==> src/rtl/internal_bus_arbiter_pkg.sv <==
// bus_arb_pkg: shared state type, requester indices and counter width for internal_bus_arbiter.
package bus_arb_pkg;
  typedef enum logic [1:0] {IDLE, GRANT, TURN} arb_state_e;
  localparam int REQ_ADD    = 0;
  localparam int REQ_AC     = 1;
  localparam int REQ_XY     = 2;
  localparam int REQ_S      = 3;
  localparam int LOCK_CNT_W = 4;
endpackage

==> src/rtl/internal_bus_arbiter_if.sv <==
// internal_bus_arbiter_if: SB/ADL request, lock and grant bundle between decode logic and the arbiter.
interface internal_bus_arbiter_if #(
  parameter int NREQ = 4
);
  logic [NREQ-1:0] sb_req;
  logic [NREQ-1:0] sb_lock;
  logic [NREQ-1:0] adl_req;
  logic [NREQ-1:0] adl_lock;
  logic [NREQ-1:0] sb_gnt;
  logic [NREQ-1:0] adl_gnt;
  logic            add_sb7_en;
  logic            add_sb_60;
  logic            add_sb_7;
  logic            add_adl;
  logic            sb_busy;
  logic            adl_busy;
  modport slave (
    input  sb_req, sb_lock, adl_req, adl_lock, add_sb7_en,
    output sb_gnt, adl_gnt, add_sb_60, add_sb_7, add_adl, sb_busy, adl_busy
  );
  modport master (
    output sb_req, sb_lock, adl_req, adl_lock, add_sb7_en,
    input  sb_gnt, adl_gnt, add_sb_60, add_sb_7, add_adl, sb_busy, adl_busy
  );
endinterface

==> src/rtl/internal_bus_arbiter_channel.sv <==
// bus_arb_channel: one bus's round-robin grant FSM with bounded lock; ARB_TURNAROUND_EN inserts an idle TURN cycle on owner change.
module bus_arb_channel
  import bus_arb_pkg::*;
#(
  parameter int NREQ     = 4,
  parameter int LOCK_MAX = 3
) (
  input  logic            clk,
  input  logic            rst_n,
  input  logic [NREQ-1:0] req_i,
  input  logic [NREQ-1:0] lock_i,
  output logic [NREQ-1:0] gnt_o,
  output logic            busy_o
);
  localparam int IW = $clog2(NREQ);
  arb_state_e            state_q;
  logic [IW-1:0]         owner_q;
  logic [IW-1:0]         ptr_q;
  logic [IW-1:0]         ptr_d;
  logic [IW-1:0]         win;
  logic [LOCK_CNT_W-1:0] lock_cnt_q;
  logic [NREQ-1:0]       gnt_q;
  logic [NREQ-1:0]       gnt_d;
  logic [NREQ-1:0]       rot;
  logic                  any;
  logic                  hold;
  int                    off;
  // Requests rotated so bit 0 is the RR pointer; the lowest set bit is the winner's offset.
  always_comb begin
    rot = NREQ'({req_i, req_i} >> ptr_q);
    off = 0;
    for (int i = NREQ - 1; i >= 0; i--)
      if (rot[i]) off = i;
    win = IW'((int'(ptr_q) + off) % NREQ);
  end
  assign any    = |req_i;
  assign gnt_d  = NREQ'(1) << win;
  assign ptr_d  = (int'(win) == NREQ - 1) ? '0 : win + 1'b1;
  assign hold   = (state_q == GRANT) & req_i[owner_q] & lock_i[owner_q] &
                  (lock_cnt_q < LOCK_CNT_W'(LOCK_MAX));
  assign gnt_o  = gnt_q;
  assign busy_o = state_q != IDLE;
  always_ff @(posedge clk or negedge rst_n) begin
    if (!rst_n) begin
      state_q    <= IDLE;
      owner_q    <= '0;
      ptr_q      <= '0;
      lock_cnt_q <= '0;
      gnt_q      <= '0;
    end else if (hold) begin
      lock_cnt_q <= lock_cnt_q + 1'b1;
    end else begin
      lock_cnt_q <= '0;
      if (!any) begin
        state_q <= IDLE;
        gnt_q   <= '0;
      end else if (state_q == GRANT && win == owner_q) begin
        state_q <= GRANT;
`ifdef ARB_TURNAROUND_EN
      end else if (state_q == GRANT) begin
        state_q <= TURN;
        gnt_q   <= '0;
`endif
      end else begin
        state_q <= GRANT;
        owner_q <= win;
        ptr_q   <= ptr_d;
        gnt_q   <= gnt_d;
      end
    end
  end
endmodule

==> src/rtl/internal_bus_arbiter.sv <==
// internal_bus_arbiter: independent SB/ADL arbiters plus adder-hold drive decode; ARB_TURNAROUND_EN selects turnaround cycles.
module internal_bus_arbiter
  import bus_arb_pkg::*;
#(
  parameter int NREQ     = 4,
  parameter int LOCK_MAX = 3
) (
  input logic                   phi_2,
  input logic                   res_n,
  internal_bus_arbiter_if.slave bus
);
  logic sb7_q;
  bus_arb_channel #(.NREQ(NREQ), .LOCK_MAX(LOCK_MAX)) u_sb (
    .clk   (phi_2),
    .rst_n (res_n),
    .req_i (bus.sb_req),
    .lock_i(bus.sb_lock),
    .gnt_o (bus.sb_gnt),
    .busy_o(bus.sb_busy)
  );
  bus_arb_channel #(.NREQ(NREQ), .LOCK_MAX(LOCK_MAX)) u_adl (
    .clk   (phi_2),
    .rst_n (res_n),
    .req_i (bus.adl_req),
    .lock_i(bus.adl_lock),
    .gnt_o (bus.adl_gnt),
    .busy_o(bus.adl_busy)
  );
  // Sampled every edge; only observable while the adder holds SB.
  always_ff @(posedge phi_2 or negedge res_n) begin
    if (!res_n) sb7_q <= 1'b0;
    else        sb7_q <= bus.add_sb7_en;
  end
  assign bus.add_sb_60 = bus.sb_gnt[REQ_ADD];
  assign bus.add_sb_7  = bus.sb_gnt[REQ_ADD] & sb7_q;
  assign bus.add_adl   = bus.adl_gnt[REQ_ADD];
endmodule

==> src/flat_wrapper.sv <==
// flat-port wrapper written by rule: the top's interface ports become plain ports
module internal_bus_arbiter_flat import bus_arb_pkg::*;
#(
  parameter int NREQ     = 4,
  parameter int LOCK_MAX = 3
)
  (phi_2, res_n, bus_sb_req, bus_sb_lock, bus_adl_req, bus_adl_lock, bus_add_sb7_en, bus_sb_gnt, bus_adl_gnt, bus_add_sb_60, bus_add_sb_7, bus_add_adl, bus_sb_busy, bus_adl_busy);
  internal_bus_arbiter_if #(.NREQ(NREQ)) bus_i ();
  input logic phi_2;
  input logic res_n;
  input wire logic [$bits(bus_i.sb_req)-1:0] bus_sb_req;
  input wire logic [$bits(bus_i.sb_lock)-1:0] bus_sb_lock;
  input wire logic [$bits(bus_i.adl_req)-1:0] bus_adl_req;
  input wire logic [$bits(bus_i.adl_lock)-1:0] bus_adl_lock;
  input wire logic [$bits(bus_i.add_sb7_en)-1:0] bus_add_sb7_en;
  output wire logic [$bits(bus_i.sb_gnt)-1:0] bus_sb_gnt;
  output wire logic [$bits(bus_i.adl_gnt)-1:0] bus_adl_gnt;
  output wire logic [$bits(bus_i.add_sb_60)-1:0] bus_add_sb_60;
  output wire logic [$bits(bus_i.add_sb_7)-1:0] bus_add_sb_7;
  output wire logic [$bits(bus_i.add_adl)-1:0] bus_add_adl;
  output wire logic [$bits(bus_i.sb_busy)-1:0] bus_sb_busy;
  output wire logic [$bits(bus_i.adl_busy)-1:0] bus_adl_busy;
  assign bus_i.sb_req = bus_sb_req;
  assign bus_i.sb_lock = bus_sb_lock;
  assign bus_i.adl_req = bus_adl_req;
  assign bus_i.adl_lock = bus_adl_lock;
  assign bus_i.add_sb7_en = bus_add_sb7_en;
  assign bus_sb_gnt = bus_i.sb_gnt;
  assign bus_adl_gnt = bus_i.adl_gnt;
  assign bus_add_sb_60 = bus_i.add_sb_60;
  assign bus_add_sb_7 = bus_i.add_sb_7;
  assign bus_add_adl = bus_i.add_adl;
  assign bus_sb_busy = bus_i.sb_busy;
  assign bus_adl_busy = bus_i.adl_busy;
  internal_bus_arbiter #(.NREQ(NREQ), .LOCK_MAX(LOCK_MAX)) u_core (.phi_2(phi_2), .res_n(res_n), .bus(bus_i));
endmodule
==> config.mk <==
export PLATFORM = sky130hd
export DESIGN_NAME = internal_bus_arbiter_flat
export DESIGN_NICKNAME = d
export VERILOG_FILES = /design/src/rtl/internal_bus_arbiter_pkg.sv /design/src/rtl/internal_bus_arbiter_if.sv /design/src/rtl/internal_bus_arbiter_channel.sv /design/src/rtl/internal_bus_arbiter.sv /design/src/flat_wrapper.sv
export SDC_FILE = /design/constraint.sdc
export NUM_CORES = 1
export LEC_CHECK = 0
export ABC_AREA = 1
export CORE_MARGIN = 2
export CORE_UTILIZATION = 52
export DETAILED_ROUTE_END_ITERATION = 10
export PLACE_DENSITY = 0.88
export SYNTH_ARGS = -nofsm -noshare
export SYNTH_HDL_FRONTEND = slang
export SYNTH_HIERARCHICAL = 1
export SYNTH_SLANG_ARGS = --single-unit
==> constraint.sdc <==
create_clock -name phi_2 -period 2.8 [get_ports phi_2]
set_input_delay 0.42 -clock phi_2 [delete_from_list [all_inputs] [get_ports phi_2]]
set_output_delay 0.42 -clock phi_2 [all_outputs]
set_load 0.02 [all_outputs]
* Word-level counts from Yosys, hierarchy flattened *
Index checks and enable logic that the tools add are counted.

operators by class
  add/sub/neg operators = 6
  $lt $le $gt $ge = 4
  equality and inequality tests = 8
  shifts and indexed selects = 4
  muxes and demuxes = 26
  bitwise operators = 11
  reduce and logical (&&, ||, !) cells = 10

operators with widths
  kind                   number
  $mux W4                6
  $mux W2                10
  $shr A8 B2 Y4          2
  $add A4 B1 Y4 const B  2
  $bmux W1 S2            4
  $eq A2 B1 Y1 const B   4
  $lt A4 B2 Y1 const B   2
  $reduce_or A4 Y1       2
  $shl A1 B2 Y4 const A  2
  $and A1 B1 Y1          7
  $lt A2 B3 Y1 const B   2
  $mux W1                6
  $reduce_and A3 Y1      2
  $add A2 B1 Y2 const B  2
  $add A2 B2 Y2          2
  $eq A2 B2 Y1           2
  $ne A2 B2 Y1 const B   2
  $not A1 Y1             4
  $reduce_and A2 Y1      2
  $reduce_bool A2 Y1     2
  $logic_and A1 B1 Y1    2

storage, ports and cells
  bits in registers = 29
  bits of input ports = 19
  output and inout bits = 13
  logic and storage cells = 80

* Longest topological paths before layout *
  word-level depth = 10
  depth in mapped cells = 16
  mapped depth without buffers = 16

* Hierarchy *
The synthesis kept the hierarchy.

modules (own cells, without submodules)
  module                          instances  cells each  area each (um^2)  seq. area each (um^2)
  bus_arb_channel (u_core.u_sb)   1          101         838.3             325.3
  bus_arb_channel (u_core.u_adl)  1          101         833.3             325.3
  internal_bus_arbiter            1          5           47.5              25.0

* Worst setup path after synthesis *
Ideal clock, no wire load.

  path kind = reg2reg
  start point = register u_core.u_sb.ptr_q[1]
  end point = register u_core.u_sb.ptr_q[0]
  setup time = 76 ps
  arrival time = 2085 ps
  data required time = 2724 ps
  slack = 639 ps
  stages on the path, launching flop included = 15
  buffers on the path = 1
  clock period less this slack = 2161 ps
  cell sequence = dfrtp_1 buf_4 inv_1 nand3_1 nand2_1 nand3_1 a21boi_0 ha_1 xnor2_1 inv_1 nand2_4 nand2_4 ha_1 or2_2 o21ai_1

between the ends
  cells in the longest elaborated chain, start to end = 10
  elaborated cells on any way between the ends = 13
  classes of those cells = 2 x add/sub; 2 x eq/ne; 1 x shift; 5 x mux; 1 x bitwise; 2 x reduce/logical

ends and longest elaborated chain
  element                       RTL line                            source
  from (decl)                   internal_bus_arbiter_channel.sv:18  logic [IW-1:0] ptr_q;
  from (signal assigned)        internal_bus_arbiter_channel.sv:67  ptr_q <= ptr_d;
  $shr A8 B2 Y4                 internal_bus_arbiter_channel.sv:30  rot = NREQ'({req_i, req_i} >> ptr_q);
  $mux W2 (4 in series)         internal_bus_arbiter_channel.sv:33  if (rot[i]) off = i;
  $add A2 B2 Y2 (*)             internal_bus_arbiter_channel.sv:34  win = IW'((int'(ptr_q) + off) % NREQ);
  named net u_core.u_sb.win[1]  internal_bus_arbiter_channel.sv:20  logic [IW-1:0] win;
  $eq A2 B2 Y1                  internal_bus_arbiter_channel.sv:57  end else if (state_q == GRANT && win == owner_q) begin
  $logic_and A1 B1 Y1           internal_bus_arbiter_channel.sv:57
  $not A1 Y1 (no line)          --
  $reduce_and A3 Y1 (no line)   --

Mark *: on every way through the listed nets, which the timed path passes. The rest lies on a longest branch.
A chain may end at the register's enable or synchronous reset.

* Final worst setup path *
  start point = input port bus_sb_req[3]
  end point = register u_core.u_sb.ptr_q[0]

between the ends
  cells in the longest elaborated chain, start to end = 10
  elaborated cells on any way between the ends = 20
  classes of those cells = 2 x add/sub; 2 x eq/ne; 1 x shift; 7 x mux; 5 x bitwise; 3 x reduce/logical

ends and longest elaborated chain
  element                       RTL line                            source
  from (decl)                   flat_wrapper.sv:11                  input wire logic [$bits(bus_i.sb_req)-1:0] bus_sb_req;
  $shr A8 B2 Y4 (*)             internal_bus_arbiter_channel.sv:30
  $mux W2 (3 in series)         internal_bus_arbiter_channel.sv:33
  $mux W2 (*)                   internal_bus_arbiter_channel.sv:33
  $add A2 B2 Y2 (*)             internal_bus_arbiter_channel.sv:34
  named net u_core.u_sb.win[1]  internal_bus_arbiter_channel.sv:20
  $eq A2 B2 Y1                  internal_bus_arbiter_channel.sv:57
  $logic_and A1 B1 Y1           internal_bus_arbiter_channel.sv:57
  $not A1 Y1 (no line)          --
  $reduce_and A3 Y1 (no line)   --

Mark *: on every way through the listed nets, which the timed path passes. The rest lies on a longest branch. The select of a mux whose other input is x is not followed.

==> metrics <==
status=finished clean; vias in the first global route=1452; slowest CP cell=clkdlybuf4s50_1; startpoint types=primary input; Post-Place Worst Slack=0.0168 ns; Final Util=67.7%; largest cells by area after synthesis=dfrtp_1 39%, nand2_1 12%, nand3_1 11%; antenna violations before repair=0; maximum clock rate=409 MHz; Max Cap Viol=0; Synth top area share=39.3%; TNS Setup=0 ns; Area growth syn-to-layout=22.1%; endpoints failing hold=0; CTS tree=done; critical path arrival=2.72 ns; largest net degree at the start of global routing=28; Vias/cell=5.11; DRC Markers=0; grt total ovfl=0; #FFs+latches synth=27; final wirelength=3.35 mm; htree depth=1; Setup Skew=0.00471 ns; DR vias=1456; Clock Sink Count=27; number of diodes=0; Clock transition at path regs=0.15 ns; hold_buf cts=0; Final setup viols=0; input/output buffers=31; Worst setup EP type=flip-flop; WP data required=3.07 ns; Tmin final=2.44 ns; ANT nets after route=0; CP max stage delay=0.52 ns; Routability Congestion=0.874; period utilization=87.3%; Nets=273; worst-path fanout max=4; Unique masters post-synth=23; Worst-Skew Late Latency=0.33 ns; Setup CP Type=primary input to flip-flop; CP top delay family=simple AND/OR/NAND/NOR gates; Yosys warnings=6; initial core utilization=55.4%; Post-DP HPWL=2.64 mm; Crit path depth=14; syn avg cell area=8.31 µm²; GRT Total Usage=20.7%; r2r endpoint=u_core/u_sb/ptr_q[0]; Die Height=61.5 µm; std cell rows=20; worst-case clock buffer depth=2; RR Startpoint=u_core/u_sb/ptr_q[0]; critical path cell sequence=clkdlybuf4s50_1 > nand2_1 > nand3_1 > nand2_1 > nand3_1 > a21boi_0 > ha_1 > xnor2_1 > inv_1 > nand2_4 > nand2_4 > ha_1 > or2_2 > o21ai_1; Num CTS Buffers=3; drt pass-1 iters=5; share of cells above drive strength 1=13.7%; crit path from=bus_sb_req[3]; Final Max Tran Viols=0; area leader, netlist=dfrtp_1; clk root buf=clkbuf_4; routed len/inst=11.7 µm; R2R Setup Slk=0.36 ns; Syn Inst Count=207; Resize count post-CTS=0; DRT iter0 DRCs=72; r2r worst-path depth=14; setup repair after global routing missed its margin=false; final worst setup slack=0.357 ns; Hold WS=0.427 ns; total core area=3100 µm²; min-delay worst type=primary input to async pin; die area=3780 µm²; # IOs=32; Leak Pwr=1.05 nW; first-pass GRT wire length=5.90 mm; Synth Cell Area=1720 µm²; Buf/Inv on CP=2; Tot Pwr=0.00284 W; Post-CTS Setup Bufs=0; register area share after synthesis=39.3%; peak supply drop=791 µV; P per Cell Area=1350 nW/µm²; die width=61.5 µm
## report_power, final
part	switching, W	leakage (nW)	internal (W)	total, W
Sequential	0.000127	0.334	0.000528	0.000655
Clock	0.000120	0.0139	0.0000547	0.000174
Combinational	0.00123	0.697	0.000774	0.00201
## routing by layer
layer  share of wire [%]  global-route usage [%]
met2                  49                    38.8
met5                   0                       0
met1                  45                    24.5
met3                 6.1                    4.41
met4                0.72                    3.65
## cell usage in the layout, fill, tap and decap left out, types with 5 or more instances in the layout
master	instances
nand2_1	53
nand3_1	38
dfrtp_1	27
nand2_4	9
nand2_2	5
inv_1	17
o21ai_1	6
ha_1	12
clkdlybuf4s50_1	31
## how the worst max path moves through the flow
stage,end
CTS,u_core/u_sb/ptr_q[0]
detailed placement,u_core/u_sb/ptr_q[0]
global placement,u_core/u_sb/ptr_q[0]
global route,u_core/u_sb/ptr_q[0]
finish,u_core/u_sb/ptr_q[0]
floorplan,u_core/u_sb/ptr_q[0]
## metrics by stage
step	cells	cell area, µm²
detailed placement	281	2070
global placement	281	2070
floorplan	209	1730
global route	285	2100
CTS	285	2100
finish	285	2100
## cells in the mapped netlist (all sizes together)
cell	count
a21boi	2
a21oi	2
buf	4
clkinv	2
conb	2
dfrtp	27
ha	12
inv	19
nand2	67
nand3	44
nand4	4
nor2	4
nor3	2
o21ai	10
or2	2
or4	2
xnor2	2
## flip-flops by register name, indices dropped and copies added (netlist names)
name and flops:
u_core/u_sb/owner_q 2, u_core/u_adl/ptr_q 2, u_core/u_sb/ptr_q 2, u_core/u_sb/state_q 1, u_core/u_adl/state_q 1, u_core/u_sb/gnt_o 4, u_core/u_adl/lock_cnt_q 4, u_core/u_adl/gnt_o 4
u_core/sb7_q 1, u_core/u_sb/lock_cnt_q 4, u_core/u_adl/owner_q 2
## cell type report
cell class / count / area [µm²]
Tap cell: 44 / 55.1
Sequential cell: 27 / 676
Clock inverter: 1 / 7.51
Clock buffer: 3 / 22.5
Inverter: 21 / 81.3
Fill cell: 252 / 1000
Timing Repair Buffer: 32 / 318
Multi-Input combinational cell: 157 / 940
## cell families after synthesis
group | count (synthesis) | share of synthesized area (%)
and+or+nand+nor | 125 | 39.7
DFF | 27 | 39.3
buffers and inverters | 25 | 6.48
AOI/OAI and AO/OA | 14 | 4.37
adders and majority gates | 12 | 8.73
xor gates and xnor gates | 2 | 1.02
other | 2 | 0.437
Note: power is estimated with default switching activity, not from simulation.
